`src/rtl/output_port_credit_pkg.sv`:
```
// Shared definitions for the credit-based BFT output port: default geometry,
// packet field offset helpers, transmit FSM states and credit counter width.
package output_port_credit_pkg;

   localparam int PACKET_BITS_DEF           = 97;
   localparam int NUM_LEAF_BITS_DEF         = 6;
   localparam int NUM_PORT_BITS_DEF         = 4;
   localparam int PAYLOAD_BITS_DEF          = 64;
   localparam int NUM_BRAM_ADDR_BITS_DEF    = 7;
   localparam int FREESPACE_UPDATE_SIZE_DEF = 64;
   localparam int FIFO_DEPTH_BITS_DEF       = 4;

   typedef enum logic [1:0] {
      ST_IDLE = 2'd0,
      ST_LOAD = 2'd1,
      ST_SEND = 2'd2
   } txState_t;

   // Topmost packet bit marks the packet as valid.
   function automatic int validBitOf(input int packetBits);
      return packetBits - 1;
   endfunction

   // Destination leaf field sits directly below the valid bit.
   function automatic int leafLsbOf(input int packetBits, input int leafBits);
      return packetBits - 1 - leafBits;
   endfunction

   // Destination port field sits directly below the leaf field.
   function automatic int portLsbOf(input int packetBits, input int leafBits, input int portBits);
      return packetBits - 1 - leafBits - portBits;
   endfunction

   // One extra bit so a full remote buffer (2**addrBits words) is representable.
   function automatic int creditWidth(input int addrBits);
      return addrBits + 1;
   endfunction

endpackage

```
`src/rtl/output_port_fifo.sv`:
```
// Synchronous skid FIFO in front of the packet register. Full and empty are
// registered so the user-facing ready never depends on same-cycle logic.
module output_port_fifo
   import output_port_credit_pkg::*;
#(
   parameter int WIDTH      = PAYLOAD_BITS_DEF,
   parameter int DEPTH_BITS = FIFO_DEPTH_BITS_DEF
) (
   input  logic             clk_i,
   input  logic             reset_ni,
   input  logic             push_i,
   input  logic             pop_i,
   input  logic [WIDTH-1:0] data_i,
   output logic [WIDTH-1:0] data_o,
   output logic             full_o,
   output logic             empty_o
);

   localparam logic [DEPTH_BITS:0] DEPTH_CNT = {1'b1, {DEPTH_BITS{1'b0}}};

   logic [WIDTH-1:0]      mem_q [2**DEPTH_BITS];
   logic [DEPTH_BITS-1:0] wrPtr_q, wrPtr_d;
   logic [DEPTH_BITS-1:0] rdPtr_q, rdPtr_d;
   logic [DEPTH_BITS:0]   count_q, count_d;
   logic                  full_q, full_d;
   logic                  empty_q, empty_d;
   logic                  doPush;
   logic                  doPop;

   assign doPush  = push_i & ~full_q;
   assign doPop   = pop_i & ~empty_q;
   assign data_o  = mem_q[rdPtr_q];
   assign full_o  = full_q;
   assign empty_o = empty_q;

   // Pointer, occupancy and flag next-state; flags derive from the next count.
   always_comb begin
      wrPtr_d = wrPtr_q;
      rdPtr_d = rdPtr_q;
      count_d = count_q;
      if (doPush) begin
         wrPtr_d = wrPtr_q + DEPTH_BITS'(1);
      end
      if (doPop) begin
         rdPtr_d = rdPtr_q + DEPTH_BITS'(1);
      end
      if (doPush && !doPop) begin
         count_d = count_q + (DEPTH_BITS+1)'(1);
      end else if (doPop && !doPush) begin
         count_d = count_q - (DEPTH_BITS+1)'(1);
      end
      full_d  = (count_d == DEPTH_CNT);
      empty_d = (count_d == '0);
   end

   // Control state register with synchronous active-low reset.
   always_ff @(posedge clk_i) begin
      if (!reset_ni) begin
         wrPtr_q <= '0;
         rdPtr_q <= '0;
         count_q <= '0;
         full_q  <= 1'b0;
         empty_q <= 1'b1;
      end else begin
         wrPtr_q <= wrPtr_d;
         rdPtr_q <= rdPtr_d;
         count_q <= count_d;
         full_q  <= full_d;
         empty_q <= empty_d;
      end
   end

   // Storage array needs no reset; occupancy tracking guards every read.
   always_ff @(posedge clk_i) begin
      if (doPush) begin
         mem_q[wrPtr_q] <= data_i;
      end
   end

endmodule

```
`src/rtl/output_port_credit.sv`:
```
// Credit-based BFT output port. User words are buffered in a small FIFO,
// wrapped into packets addressed by out_control_reg and offered to the leaf
// arbiter only while credits (free remote buffer words) remain.
// Optional build macro OUTPUT_PORT_STATS_EN adds sent_cnt/stall_cnt outputs.
module output_port_credit
   import output_port_credit_pkg::*;
#(
   parameter int PACKET_BITS           = PACKET_BITS_DEF,
   parameter int NUM_LEAF_BITS         = NUM_LEAF_BITS_DEF,
   parameter int NUM_PORT_BITS         = NUM_PORT_BITS_DEF,
   parameter int PAYLOAD_BITS          = PAYLOAD_BITS_DEF,
   parameter int NUM_BRAM_ADDR_BITS    = NUM_BRAM_ADDR_BITS_DEF,
   parameter int FREESPACE_UPDATE_SIZE = FREESPACE_UPDATE_SIZE_DEF,
   parameter int FIFO_DEPTH_BITS       = FIFO_DEPTH_BITS_DEF
) (
   input  logic                                   clk,
   input  logic                                   reset,
   input  logic [PAYLOAD_BITS-1:0]                din_user,
   input  logic                                   vld_user,
   output logic                                   ack_b_out2user,
   input  logic [NUM_LEAF_BITS+NUM_PORT_BITS-1:0] out_control_reg,
   input  logic                                   freespace_update,
   output logic [PACKET_BITS-1:0]                 packet_out,
   output logic                                   packet_out_req,
   input  logic                                   packet_out_grant,
   output logic                                   credit_error
`ifdef OUTPUT_PORT_STATS_EN
   ,
   output logic [31:0]                            sent_cnt,
   output logic [31:0]                            stall_cnt
`endif
);

   localparam int VALID_BIT = validBitOf(PACKET_BITS);
   localparam int LEAF_LSB  = leafLsbOf(PACKET_BITS, NUM_LEAF_BITS);
   localparam int PORT_LSB  = portLsbOf(PACKET_BITS, NUM_LEAF_BITS, NUM_PORT_BITS);
   localparam int CW        = creditWidth(NUM_BRAM_ADDR_BITS);

   localparam logic [CW-1:0] CREDIT_MAX = {1'b1, {NUM_BRAM_ADDR_BITS{1'b0}}};
   localparam logic [CW-1:0] ONE_CREDIT = {{(CW-1){1'b0}}, 1'b1};
   localparam logic [CW:0]   UPDATE_AMT = (CW+1)'(FREESPACE_UPDATE_SIZE);

   txState_t                 state_q, state_d;
   logic [CW-1:0]            credit_q, credit_d;
   logic                     creditError_q, creditError_d;
   logic [PACKET_BITS-1:0]   packet_q, packet_d;
   logic [PACKET_BITS-1:0]   loadPacket;
   logic [CW:0]              creditSum;
   logic [PAYLOAD_BITS-1:0]  fifoData;
   logic                     fifoFull;
   logic                     fifoEmpty;
   logic                     fifoPush;
   logic                     fifoPop;
   logic                     granted;

   assign ack_b_out2user = reset & ~fifoFull;
   assign fifoPush       = vld_user & ack_b_out2user;
   assign fifoPop        = (state_q == ST_LOAD);
   assign granted        = (state_q == ST_SEND) & packet_out_grant;
   assign packet_out     = packet_q;
   assign packet_out_req = (state_q == ST_SEND);
   assign credit_error   = creditError_q;

   output_port_fifo #(
      .WIDTH      (PAYLOAD_BITS),
      .DEPTH_BITS (FIFO_DEPTH_BITS)
   ) u_fifo (
      .clk_i    (clk),
      .reset_ni (reset),
      .push_i   (fifoPush),
      .pop_i    (fifoPop),
      .data_i   (din_user),
      .data_o   (fifoData),
      .full_o   (fifoFull),
      .empty_o  (fifoEmpty)
   );

   // Packet assembly from the FIFO head; the destination is taken at load time.
   always_comb begin
      loadPacket = '0;
      loadPacket[VALID_BIT] = 1'b1;
      loadPacket[LEAF_LSB +: NUM_LEAF_BITS] = out_control_reg[NUM_PORT_BITS +: NUM_LEAF_BITS];
      loadPacket[PORT_LSB +: NUM_PORT_BITS] = out_control_reg[0 +: NUM_PORT_BITS];
      loadPacket[0 +: PAYLOAD_BITS] = fifoData;
   end

   // Transmit FSM: wait for data and credit, load one word, hold until granted.
   always_comb begin
      state_d  = state_q;
      packet_d = packet_q;
      case (state_q)
         ST_IDLE: begin
            if (!fifoEmpty && credit_q != '0) begin
               state_d = ST_LOAD;
            end
         end
         ST_LOAD: begin
            packet_d = loadPacket;
            state_d  = ST_SEND;
         end
         ST_SEND: begin
            if (packet_out_grant) begin
               state_d = (!fifoEmpty && credit_q > ONE_CREDIT) ? ST_LOAD : ST_IDLE;
            end
         end
         default: begin
            state_d = ST_IDLE;
         end
      endcase
   end

   // Credit bookkeeping with one spare bit so overflow past the maximum is visible.
   always_comb begin
      creditSum     = {1'b0, credit_q};
      creditError_d = creditError_q;
      if (granted) begin
         creditSum = creditSum - (CW+1)'(1);
      end
      if (freespace_update) begin
         creditSum = creditSum + UPDATE_AMT;
      end
      credit_d = creditSum[CW-1:0];
      if (creditSum > {1'b0, CREDIT_MAX}) begin
         credit_d      = CREDIT_MAX;
         creditError_d = 1'b1;
      end
   end

   // State, credit and packet registers; reset discards any packet in flight.
   always_ff @(posedge clk) begin
      if (!reset) begin
         state_q       <= ST_IDLE;
         credit_q      <= CREDIT_MAX;
         creditError_q <= 1'b0;
         packet_q      <= '0;
      end else begin
         state_q       <= state_d;
         credit_q      <= credit_d;
         creditError_q <= creditError_d;
         packet_q      <= packet_d;
      end
   end

`ifdef OUTPUT_PORT_STATS_EN
   logic [31:0] sentCnt_q;
   logic [31:0] stallCnt_q;

   assign sent_cnt  = sentCnt_q;
   assign stall_cnt = stallCnt_q;

   // Free-running wrap-around counters of granted packets and credit stalls.
   always_ff @(posedge clk) begin
      if (!reset) begin
         sentCnt_q  <= '0;
         stallCnt_q <= '0;
      end else begin
         if (granted) begin
            sentCnt_q <= sentCnt_q + 32'd1;
         end
         if (!fifoEmpty && credit_q == '0) begin
            stallCnt_q <= stallCnt_q + 32'd1;
         end
      end
   end
`endif

endmodule

```
`config.mk`:
```
export PLATFORM = sky130hd
export DESIGN_NAME = output_port_credit
export DESIGN_NICKNAME = d
export VERILOG_FILES = /design/src/rtl/output_port_credit_pkg.sv /design/src/rtl/output_port_fifo.sv /design/src/rtl/output_port_credit.sv
export SDC_FILE = /design/constraint.sdc
export NUM_CORES = 1
export LEC_CHECK = 0
export BUFFER_PORTS_ARGS = -buffer_cell sky130_fd_sc_hd__buf_2
export CAP_MARGIN = 20
export CORE_AREA = 2 2 260 262
export CTS_BUF_LIST = sky130_fd_sc_hd__clkbuf_4
export DETAILED_ROUTE_END_ITERATION = 8
export DIE_AREA = 0 0 262 264
export GPL_ROUTABILITY_DRIVEN = 1
export GPL_TIMING_DRIVEN = 0
export MAX_ROUTING_LAYER = met4
export PLACE_DENSITY = 0.88
export SLEW_MARGIN = 10
export SYNTH_ARGS = -nofsm -noshare
export SYNTH_HDL_FRONTEND = slang
export SYNTH_SLANG_ARGS = --single-unit
```
`constraint.sdc`:
```
create_clock -name clk -period 11.38 [get_ports clk]
set_input_delay 1.138 -clock clk [delete_from_list [all_inputs] [get_ports clk]]
set_output_delay 1.138 -clock clk [all_outputs]
set_load 0.01 [all_outputs]
```
==> results_dict.tcl <==
set metrics [dict create \
    outcome "completed" \
    final_max_slew_viol_count 0 \
    reg2reg_slack_ns 8.27 \
    die_y_um 264 \
    hold_start "out_control_reg[2]" \
    drt-pass1-iter-count 8 \
    worst_hold_path.endpoint "packet_out[88]" \
    synth_compound_gate_area_share_pct 2.121 \
    viasPerCell 6.578 \
    wire_per_inst_um 29.54 \
    area_growth_pct 15.74 \
    dieArea_um2 69170 \
    synthSimpleGateAreaFrac_pct 2.251 \
    postCtsSetupBuffers 0 \
    async_flop_share_pct 0 \
    cts.hold.buffers_added 0 \
    p_total_mw 8.239 \
    setup_slack_ns 8.118 \
    postPlaceCellArea_um2 45840 \
    peakVddDrop_mv 0.09908 \
    power.density_nw_per_um2 166.9 \
    synth_seq_area_share_pct 76.85 \
    dp_slack_ns 7.373 \
    rr_startpoint "u_fifo.full_o" \
    clock-sinks 1125 \
    clk_pin_slew_ns 0.06 \
    fmax_mhz 306.6 \
    muxShareOfSynthArea_pct 16.53 \
    antenna_left 0 \
    overflow 0 \
    rr_worst_depth 8 \
    clk_latency_ns 1.14 \
    finalClockSkew_ns 0.09826 \
    finalInstanceArea_um2 49350 \
    cts-htree-levels 5 \
    cts_tree "done" \
    syn_area_um2 42640 \
    synthXorXnorAreaFrac_pct 0.4020 \
    setup_viol 0 \
    post-route-min-period_ns 3.262 \
    hold_path_class "in2reg" \
    ys.flop_type "edfxtp_1" \
    holdWs_ns 0.2637 \
    start_util_pct 64.06 \
    grtUsageTotal_pct 32.94 \
    synth-seq-cells 1125 \
    cellLeakagePower_nw 16.09 \
    r2r_end "u_fifo.mem_q[3][62]" \
    final_util_pct 74.14 \
    core_area_um2 66560 \
    cts_buffers 285 \
    grt_pass1_vias 25340 \
    slew_headroom_pct 14.49 \
    worstMarginPinSlew_ns 1.280 \
    ys_types 59 \
    synthCells 2028 \
    synth_edf_count 1024 \
    cp-start-kind "input pin" \
    layout-drive-gt1-share_pct 36.30 \
    rsz0062_at_grt "false" \
    worstPathMaxFanout 10 \
    drc_errors 0 \
    grt_antenna_before_repair 10 \
    grt_max_degree 26 \
    die_x_um 262 \
    layout.nets 2649 \
    dpl.cell_count 3146 \
    ys_warn_count 0 \
    holdPathStages 3 \
    cp-end-kind "output port" \
    io_buffer_count 155 \
    setup_tns_ns 0 \
    rows 95 \
    routed_wl_um 107600 \
    arrival_ns 2.12 \
    cts-root-buf "clkbuf_4" \
    vias 23970 \
    cp.required_ns 10.24 \
    period_share_pct 28.66 \
    synth_top_family_by_area "multiplexers" \
    yosys.area_share.adder_pct 0.2934 \
    syn_area_per_cell_um2 21.03 \
    drv_cap 0 \
    clk_path_buf_depth 4 \
    io_pins 179 \
    hpwl_um 64050 \
    crit_start "reset" \
    drt_iter0_markers 3213 \
    cts_resized 0 \
    grt_first_pass_wirelength_um 158000 \
    hold_violations 0 \
    worstSetupPathType "in2out" \
    final_cells 3644 \
    gp_congestion 0.8212 \
]
[flip-flops by register name, indices dropped and copies added, names as in the netlist]
register	flops
u_fifo.rdPtr_q	4
credit_q	8
u_fifo.wrPtr_q	4
u_fifo.count_q	5
packet_out	75
u_fifo.full_o	1
u_fifo.empty_o	1
u_fifo.mem_q	1024
credit_error	1
state_q	2
[synth_stat cells, types with 3 or more instances]
cell type	count	area (µm²)
nor2b_1	5	31.28
xor2_1	6	52.55
mux4_2	256	5766
nand4_1	5	31.28
nand2b_1	4	25.02
ha_1	10	125.1
nand2_1	35	131.4
dfxtp_1	101	2022
clkbuf_1	54	202.7
nor4_1	5	31.28
a21boi_0	12	90.09
a21oi_1	66	330.3
and3b_1	3	26.28
nand3_1	8	40.04
and2_1	10	62.56
o21ai_0	67	335.3
mux2i_1	128	1281
buf_4	29	217.7
nor2_1	84	315.3
buf_2	31	155.2
edfxtp_1	1024	30750
nor3_1	7	35.03
buf_1	13	48.80
xnor2_1	11	96.34
inv_1	6	22.52
nor3b_1	8	60.06
nand3b_1	3	22.52
[routing by layer]
layer | up-vias | share of wire, % | global-route usage, %
met5 | - | 0 | -
met4 | 0 | 5.1 | 16.89
met3 | 432 | 11 | 7.830
met2 | 2053 | 52 | 53.41
met1 | 11950 | 33 | 38.68
li1 | 9532 | - | -
[final cells by class]
cell class / instances / area (µm²)
Multi-Input combinational cell: 790 / 9400
Fill cell: 3386 / 17210
Tap cell: 873 / 1092
Sequential cell: 1125 / 32770
Antenna cell: 11 / 27.53
Clock buffer: 417 / 3131
Clock inverter: 70 / 352.8
Timing Repair Buffer: 224 / 1919
Inverter: 6 / 22.52
Buffer: 128 / 636.9
[power breakdown]
group	internal (mW)	switching, mW
clock network	1.75	1.62
logic	0.112	0.193
registers	4.55	0.0250
[worst max-delay path by stage]
stage                                to  cells past startpoint
floorplan            u_fifo.mem_q[3][0]                      5
global placement    u_fifo.mem_q[3][62]                      5
detailed placement  u_fifo.mem_q[3][62]                      9
CTS                      ack_b_out2user                      4
global route             ack_b_out2user                      4
finish                   ack_b_out2user                      4
[cell usage in the layout, fill, tap and decap left out, types with 15 or more instances in the layout]
cell type / instances
buf_12: 19
buf_16: 16
edfxtp_1: 1024
o21ai_0: 67
clkinv_1: 54
mux2i_1: 128
nor2_1: 72
buf_6: 15
mux4_2: 256
a21oi_1: 66
buf_4: 47
clkbuf_4: 417
conb_1: 22
buf_2: 187
dfxtp_1: 101
nand2_1: 35
clkbuf_1: 54
[kinds of logic after synthesis]
kind of cell / after synthesis
DFF: 1125
muxes: 384
and+or+nand+nor: 194
AOI/OAI and AO/OA: 162
buffers and inverters: 134
xor gates and xnor gates: 18
adders and majority gates: 10
other: 1
[worst max-delay path, stage by stage]
cell and delay, ns:
buf_2 0.20, clkbuf_1 0.41, nor2b_1 0.21, buf_2 0.16
No activity file was read; power rests on OpenSTA's default activity.
